$ cat src/rtl/event_issuer.sv
// event_issuer: sender side of the feature-detector event-input interface.
// Upstream DVS/AER events (value + {x,y} address) are queued in a small FIFO.
// Each rising edge of the detector's event_req grants one event, which is
// released as a one-cycle strobe on the out_event_*_0 bus. A minimum number
// of idle cycles (MIN_GAP) follows every strobe.
//
// Optional feature, macro EVENT_ISSUER_STATS_EN: when defined, adds saturating
// 32-bit issued_cnt / dropped_cnt outputs. When undefined, those ports and
// counters are absent and all other behaviour is identical.
module event_issuer #(
  parameter int DATA_WIDTH = 4,
  parameter int ADDR_WIDTH = 16,
  parameter int FIFO_DEPTH = 16,
  parameter int MIN_GAP    = 2
) (
  input  logic                          clk,
  input  logic                          rst,
  input  logic                          in_valid,
  output logic                          in_ready,
  input  logic [DATA_WIDTH-1:0]         in_value,
  input  logic [ADDR_WIDTH-1:0]         in_addr,
  input  logic                          event_req,
  output logic                          out_event_valid_0,
  output logic [DATA_WIDTH-1:0]         out_event_value_0,
  output logic [ADDR_WIDTH-1:0]         out_event_addr_0,
  output logic [$clog2(FIFO_DEPTH):0]   fifo_count,
  output logic                          overflow
`ifdef EVENT_ISSUER_STATS_EN
  ,
  output logic [31:0]                   issued_cnt,
  output logic [31:0]                   dropped_cnt
`endif
);

  localparam int PW = $clog2(FIFO_DEPTH);
  localparam int CW = PW + 1;
  localparam int GW = (MIN_GAP > 1) ? $clog2(MIN_GAP) : 1;
  localparam logic [GW-1:0] GAP_LOAD = (MIN_GAP > 0) ? GW'(MIN_GAP - 1) : '0;

  typedef enum logic [1:0] {
    ST_IDLE  = 2'd0,
    ST_ISSUE = 2'd1,
    ST_GAP   = 2'd2
  } state_t;

  state_t state;

  logic [DATA_WIDTH-1:0] mem_value [FIFO_DEPTH];
  logic [ADDR_WIDTH-1:0] mem_addr  [FIFO_DEPTH];
  logic [PW-1:0]         wr_ptr;
  logic [PW-1:0]         rd_ptr;
  logic [CW-1:0]         count;
  logic [GW-1:0]         gap_cnt;
  logic                  req_d;
  logic                  credit;

  logic full;
  logic empty;
  logic push;
  logic pop;
  logic drop;
  logic req_rise;

  // Full/empty are derived from the occupancy count, not from the pointers.
  assign full     = (count == CW'(FIFO_DEPTH));
  assign empty    = (count == '0);
  // A full FIFO refuses input even in a pop cycle: no same-cycle refill.
  assign in_ready = !full;
  assign push     = in_valid && !full;
  assign drop     = in_valid && full;
  assign req_rise = event_req && !req_d;
  assign pop      = (state == ST_IDLE) && credit && !empty;

  assign fifo_count = count;

  // FIFO storage write port.
  // NOTE: the storage array carries no reset; only pointers and count need one,
  // and leaving the array unreset lets it map onto plain RAM/registers.
  always_ff @(posedge clk) begin
    if (push) begin
      mem_value[wr_ptr] <= in_value;
      mem_addr[wr_ptr]  <= in_addr;
    end
  end

  // FIFO pointers and occupancy; pointers wrap naturally at FIFO_DEPTH.
  // NOTE: every sequential block uses non-blocking assignments so all registers
  // update from the same pre-edge values.
  always_ff @(posedge clk or posedge rst) begin
    if (rst) begin
      wr_ptr <= '0;
      rd_ptr <= '0;
      count  <= '0;
    end else begin
      if (push) wr_ptr <= wr_ptr + PW'(1);
      if (pop)  rd_ptr <= rd_ptr + PW'(1);
      case ({push, pop})
        2'b10:   count <= count + CW'(1);
        2'b01:   count <= count - CW'(1);
        default: count <= count;
      endcase
    end
  end

  // Sticky overflow flag: set when an event is offered to a full FIFO.
  always_ff @(posedge clk or posedge rst) begin
    if (rst) begin
      overflow <= 1'b0;
    end else if (drop) begin
      overflow <= 1'b1;
    end
  end

  // Request edge detection and single-entry credit.
  always_ff @(posedge clk or posedge rst) begin
    if (rst) begin
      req_d  <= 1'b0;
      credit <= 1'b0;
    end else begin
      req_d <= event_req;
      if (state == ST_ISSUE) begin
        // The issued event consumes the credit unless a fresh edge lands now.
        credit <= req_rise;
      end else if (req_rise) begin
        credit <= 1'b1;
      end
    end
  end

  // Issue FSM with registered strobe and held output payload.
  always_ff @(posedge clk or posedge rst) begin
    if (rst) begin
      state             <= ST_IDLE;
      gap_cnt           <= '0;
      out_event_valid_0 <= 1'b0;
      out_event_value_0 <= '0;
      out_event_addr_0  <= '0;
    end else begin
      case (state)
        ST_IDLE: begin
          if (pop) begin
            state             <= ST_ISSUE;
            out_event_valid_0 <= 1'b1;
            out_event_value_0 <= mem_value[rd_ptr];
            out_event_addr_0  <= mem_addr[rd_ptr];
          end
        end
        ST_ISSUE: begin
          out_event_valid_0 <= 1'b0;
          if (MIN_GAP > 0) begin
            state   <= ST_GAP;
            gap_cnt <= GAP_LOAD;
          end else begin
            state <= ST_IDLE;
          end
        end
        ST_GAP: begin
          if (gap_cnt == '0) begin
            state <= ST_IDLE;
          end else begin
            gap_cnt <= gap_cnt - GW'(1);
          end
        end
        default: begin
          state             <= ST_IDLE;
          out_event_valid_0 <= 1'b0;
        end
      endcase
    end
  end

`ifdef EVENT_ISSUER_STATS_EN
  // Saturating statistics counters for issued strobes and dropped events.
  always_ff @(posedge clk or posedge rst) begin
    if (rst) begin
      issued_cnt  <= '0;
      dropped_cnt <= '0;
    end else begin
      if (out_event_valid_0 && (issued_cnt != 32'hFFFF_FFFF)) begin
        issued_cnt <= issued_cnt + 32'd1;
      end
      if (drop && (dropped_cnt != 32'hFFFF_FFFF)) begin
        dropped_cnt <= dropped_cnt + 32'd1;
      end
    end
  end
`endif

endmodule

$ cat config.mk
export PLATFORM = sky130hd
export DESIGN_NAME = event_issuer
export DESIGN_NICKNAME = d
export VERILOG_FILES = /design/src/rtl/event_issuer.sv
export SDC_FILE = /design/constraint.sdc
export NUM_CORES = 1
export LEC_CHECK = 0
export ABC_AREA = 1
export CAP_MARGIN = 10
export CORE_MARGIN = 4
export CORE_UTILIZATION = 45
export CTS_CLUSTER_SIZE = 14
export DETAILED_ROUTE_END_ITERATION = 12
export DONT_BUFFER_PORTS = 1
export PLACE_DENSITY = 0.68
export SYNTH_ARGS = -nofsm -noshare
export SYNTH_HDL_FRONTEND = slang
export SYNTH_SLANG_ARGS = --single-unit
$ cat constraint.sdc
create_clock -name clk -period 4.6 [get_ports clk]
set_input_delay 0.69 -clock clk [delete_from_list [all_inputs] [get_ports clk]]
set_output_delay 0.69 -clock clk [all_outputs]
set_load 0.01 [all_outputs]
**After elaboration in Yosys (flattened, before gate mapping)**

Memories as Yosys holds them, arrays and structs flattened. A register that Yosys moved wholly into a read port is not among the register bits.
Index checks and enable logic that the tools add are counted.

- RAM bits: 320
- Latch bits: 0
- Output and inout bits: 28
- ROM bits: 0
- Bits of input ports: 24
- Memories: 2
- Register bits: 20

Memory list:

| memory | depth | bits a word | rd ports | clocked after memory_dff | wr ports | line | RTL |
|---|---|---|---|---|---|---|---|
| mem_addr | 16 | 16 | 1 | 1 | 1 | 49 | `logic [ADDR_WIDTH-1:0] mem_addr [FIFO_DEPTH];` |
| mem_value | 16 | 4 | 1 | 1 | 1 | 48 | `logic [DATA_WIDTH-1:0] mem_value [FIFO_DEPTH];` |

- Bitwise logic cells: 1
- Reduce and logical (&&, ||, !) cells: 16
- Shift-type cells: 0
- Equality and inequality tests: 7
- Multiply operators: 0
- Order comparisons: 0
- Mux-type cells: 12
- Divide/modulo/power cells: 0
- $add $sub $neg: 5

Operator list:

| cell | number |
|---|---|
| 5-bit case mux with 2 select lines | 1 |
| 4-bit by 1-bit adder with 4-bit output, second input constant | 2 |
| 1-bit 2-to-1 mux | 6 |
| 2-bit case mux with 3 select lines | 1 |
| 2-bit AND reduction | 3 |
| 2-bit nonzero test | 3 |
| 5-bit by 1-bit adder with 5-bit output, second input constant | 1 |
| 5-bit == test, second input constant | 1 |
| 1-bit logical AND | 5 |
| 5-bit logical NOT | 1 |
| 5-bit by 1-bit subtractor with 5-bit output, second input constant | 1 |
| 2-bit by 1-bit == test with 1-bit output, second input constant | 2 |
| 2-bit == test, second input constant | 2 |
| 2-bit 2-to-1 mux | 2 |
| 2-bit inequality test, second input constant | 2 |
| 1-bit case mux with 2 select lines | 2 |
| 1-bit logical NOT | 3 |
| 2-bit logical NOT | 1 |
| 1-bit inverter | 1 |
| 1-bit subtractor, second input constant | 1 |

**Logic depth before layout (Yosys ltp)**

- Depth in word-level cells: 5
- Mapped depth: 15
- Gate-level depth less buffers: 14

**Worst setup path before layout**

No wires, ideal clock.

- Path type: register to register
- From: register count[0] (netlist: fifo_count[0])
- To: memory mem_addr[12][0], enable pin
- Cell stages (with the launch flop): 6
- Data arrival time: 2.440 ns
- Buffers on the path: 1
- Setup time: 0.422 ns
- Data required time: 4.178 ns
- Path slack: 1.738 ns
- Cells stage by stage: dfrtp_1 -> nor2_1 -> nand4_1 -> nand2_1 -> buf_2 -> nor3_1

- Word-level cells in the longest chain between the ends: 5

Ends and longest elaborated chain:

| element | line | RTL |
|---|---|---|
| start: declaration | 52 | `logic [CW-1:0] count;` |
| start signal: assignment | 98 | `2'b10: count <= count + CW'(1);` |
| start signal: assignment | 99 | `2'b01: count <= count - CW'(1);` |
| start signal: assignment | 100 | `default: count <= count;` |
| 5-bit == test | 65 | `assign full = (count == CW'(FIFO_DEPTH));` |
| 1-bit logical NOT | -- |  |
| named net in_ready | 19 | `output logic in_ready,` |
| 1-bit logical AND | 69 | `assign push = in_valid && !full;` |
| 1-bit 2-to-1 mux | 80 | `if (push) begin` |
| 1-bit 2-to-1 mux (not written as such) | 82 | `mem_addr[wr_ptr] <= in_addr;` |
| end: declaration | 49 |  |

The timed path passes the listed nets, and every way through them passes these cells.

**Worst setup path after layout**

- From: register count[1] (netlist: fifo_count[1])
- To: memory mem_addr[11][2], enable pin

The elaborated chain is that of the path after synthesis.

==> results.py <==
metrics = {
    "run_status": {
        "run_status": "finished clean",
    },
    "critical_path": {
        "critical_path.cell_chain": "inv_1 > nand4_1 > nand2_1 > inv_1 > nand2_2 > nor2_2",
        "crit_type": "reg -> reg",
        "critPathSlowestCell": "nor2_2",
        "cp-start-kind": "register",
        "critPathMaxFanout": 20,
        "cp.arrival_ns": 3.20,
        "cp-end-kind": "register",
        "crit_path_frequent_cell": "inv_1",
        "critPathRequiredTime_ns": 4.73,
        "worst-r2r-setup-slack_ns": 1.53,
        "rr_endpoint": "mem_addr[11][2]$_DFFE_PP_",
        "reg2reg_depth": 6,
        "critPathMaxStageDelay_ns": 0.92,
        "r2r-start": "fifo_count[1]$_DFFE_PP0P_",
    },
    "pwr": {
        "ir_drop_uv": 461.3,
        "p_leak_nw": 7.576,
        "power_density_nw_per_um2": 628.8,
    },
    "placed_design": {
        "placed_cells": 1930,
        "portBuffers": 0,
        "gp_congestion": 0.8151,
        "place_hpwl_um": 20830,
        "placed_area_um2": 16120,
    },
    "drt": {
        "drtIter0Drc": 1042,
        "vias_per_cell": 5.139,
        "drc": 0,
        "wire_per_inst_um": 18.19,
        "wirelength_um": 36380,
        "vias": 10280,
        "drtAntennaViolNets": 0,
        "drtPass1Iterations": 5,
    },
    "logic_synthesis": {
        "yosys_warnings": 0,
        "syn_inst": 1519,
        "synthAdderAreaFrac": 0.01041,
        "synth_compound_area_frac": 0.004403,
        "syn-cell-area_um2": 15630,
        "ys_types": 24,
        "synth_xor_area_frac": 0.005604,
        "synthSimpleGateAreaFrac": 0.2097,
        "synth_nets": 1556,
        "ys_seq_area_frac": 0.6788,
        "muxShareOfSynthArea": 0,
        "avgSynthCellArea_um2": 10.29,
        "synth_top_family_by_area": "simple AND/OR/NAND/NOR gates",
        "ys_seq_elements": 360,
    },
    "finish": {
        "final_common_cell": "nand2_1",
        "synthToLayoutAreaGrowth_pct": 11.34,
        "final_area_um2": 17400,
        "multiInputGateArea_um2": 3666,
        "fin_cells": 2000,
        "nFillCells": 2872,
        "drive_gt1_frac": 0.07345,
        "antenna_cells": 0,
        "layout.area.seq_um2": 10620,
        "final_cell_mix": "513 x nand2_1, 320 x edfxtp_1, 267 x inv_1",
        "nets": 1559,
    },
    "sta": {
        "relSlewSlack": 0.2036,
        "hold_viol": 0,
        "fin_skew_ns": 0.02379,
        "rsz0062_at_grt": "no",
        "worst_slew_pin_slew_ns": 1.193,
        "tns_ns": 0,
        "period_share": 0.6671,
        "fmax_mhz": 325.9,
        "layout_min_cycle_time_ns": 3.069,
        "drv_slew": 0,
        "hold_slack_ns": 0.1966,
        "setup_viol": 0,
    },
    "run": {
        "cap_viol_max_count": 0,
    },
    "floorplan": {
        "die-area_um2": 37780,
        "boundaryPins": 52,
        "die_h_um": 194.4,
        "die_w_um": 194.4,
        "coreArea_um2": 33870,
        "start_util": 0.4615,
        "num_rows": 67,
    },
    "cts": {
        "clkTransAtPathRegs_ns": 0.06,
        "cts_buffers": 38,
        "post_cts_buffers": 0,
        "cts_max_level": 2,
        "clk_path_buf_depth": 3,
        "cts_sinks": 360,
        "hold_buffers": 0,
        "clock_latency_ns": 0.54,
        "root_buffer": "clkbuf_16",
        "cts_resized": 0,
        "cts_tree": "yes",
    },
    "global_routing": {
        "grtUsageTotal": 0.1903,
        "gr-total-overflow": 0,
        "grt_pass1_vias": 10070,
        "grt_max_degree": 83,
        "grt_antenna_before_repair": 0,
        "grt_pass1_wl_um": 56770,
    },
    "hold_path": {
        "holdPathStages": 0,
        "hold_end": "req_d$_DFF_PP0_",
        "min_from": "event_req",
        "min_path_type": "in -> reg",
    },
}
==> worst max path at each step <==
stage / start / to / slack (ns) / depth (start not counted)
2_1_floorplan: fifo_count[0]$_DFFE_PP0P_ / mem_addr[12][0]$_DFFE_PP_ / 1.74 / 5
3_3_place_gp: fifo_count[0]$_DFFE_PP0P_ / mem_value[11][2]$_DFFE_PP_ / 1.61 / 6
3_5_place_dp: fifo_count[1]$_DFFE_PP0P_ / mem_addr[11][14]$_DFFE_PP_ / 1.50 / 6
4_1_cts: fifo_count[1]$_DFFE_PP0P_ / mem_value[11][3]$_DFFE_PP_ / 1.52 / 6
5_1_grt: fifo_count[1]$_DFFE_PP0P_ / mem_addr[11][1]$_DFFE_PP_ / 1.27 / 6
6_report: fifo_count[1]$_DFFE_PP0P_ / mem_addr[11][2]$_DFFE_PP_ / 1.53 / 6
==> stage by stage <==
stage	util	setup slack [ns]	total power [mW]
3_5_place_dp	0.4759	1.496	7.864
4_1_cts	0.5138	1.522	10.99
2_1_floorplan	-	1.738	6.875
3_3_place_gp	0.4759	1.612	7.794
6_report	0.5138	1.531	10.94
5_1_grt	0.5138	1.267	11.60
==> flip-flops by register name (all words and copies together) (netlist names) <==
register / flops
out_event_valid_0: 1
out_event_value_0: 4
out_event_addr_0: 16
state: 2
wr_ptr: 4
mem_addr: 256
gap_cnt: 1
req_d: 1
overflow: 1
rd_ptr: 4
mem_value: 64
fifo_count: 5
credit: 1
==> cell families (layout without fill, tap and decap cells) <==
family                   Yosys count  after routing
adder cells (fa/ha/maj)           13             13
flip-flops                       360            360
AO/OA/AOI/OAI                     12             12
AND/OR/NAND/NOR                  784            784
buffers and inverters            340            373
XOR/XNOR                          10             10
==> power breakdown <==
group,internal (mW),switching (mW)
Clock,1.88,1.25
Sequential,4.03,0.281
Combinational,0.994,2.52
Total,6.90,4.05
==> metal layers <==
metal,vias to the layer above,wire length [um],global-route usage
met5,-,0,0
met1,4915,15650,0.2676
met3,64,3212,0.03913
met2,410,16560,0.3016
met4,0,964,0.05833
li1,4888,-,-
==> cell usage after synthesis <==
cell	n	area, um2
nand2_1	513	1926
edfxtp_1	320	9609
inv_1	268	1006
nand3_1	248	1241
dfrtp_1	40	1001
buf_2	23	115.1
clkbuf_1	18	67.56
ha_1	13	162.7
nor3_1	13	65.06
buf_4	11	82.58
buf_6	10	112.6
xor2_1	9	78.83
buf_1	8	30.03
nor2_1	7	26.28
o21ai_0	6	30.03
a21oi_1	2	10.01
nand4_1	2	12.51
o21bai_1	2	15.01
a21boi_0	1	7.510
inv_2	1	3.750
inv_4	1	6.260
nand2_2	1	6.260
o22ai_1	1	6.260
xnor2_1	1	8.760
==> worst max-delay path, delay by kind of cell (launching register included) <==
| family | cells | cell delay, ns |
|---|---|---|
| flip-flops | 1 | 0.46 |
| AND/OR/NAND/NOR | 4 | 1.79 |
| buffers and inverters | 2 | 0.41 |
==> area by class of cell <==
type,instances,share of cell area
tap,448,0.03221
multi-input combinational,819,0.2107
clock buffer,41,0.05587
sequential,360,0.6100
timing repair buffer,33,0.01496
inverter,270,0.05838
clock inverter,29,0.01790
No activity file was read; power rests on OpenSTA's default activity.
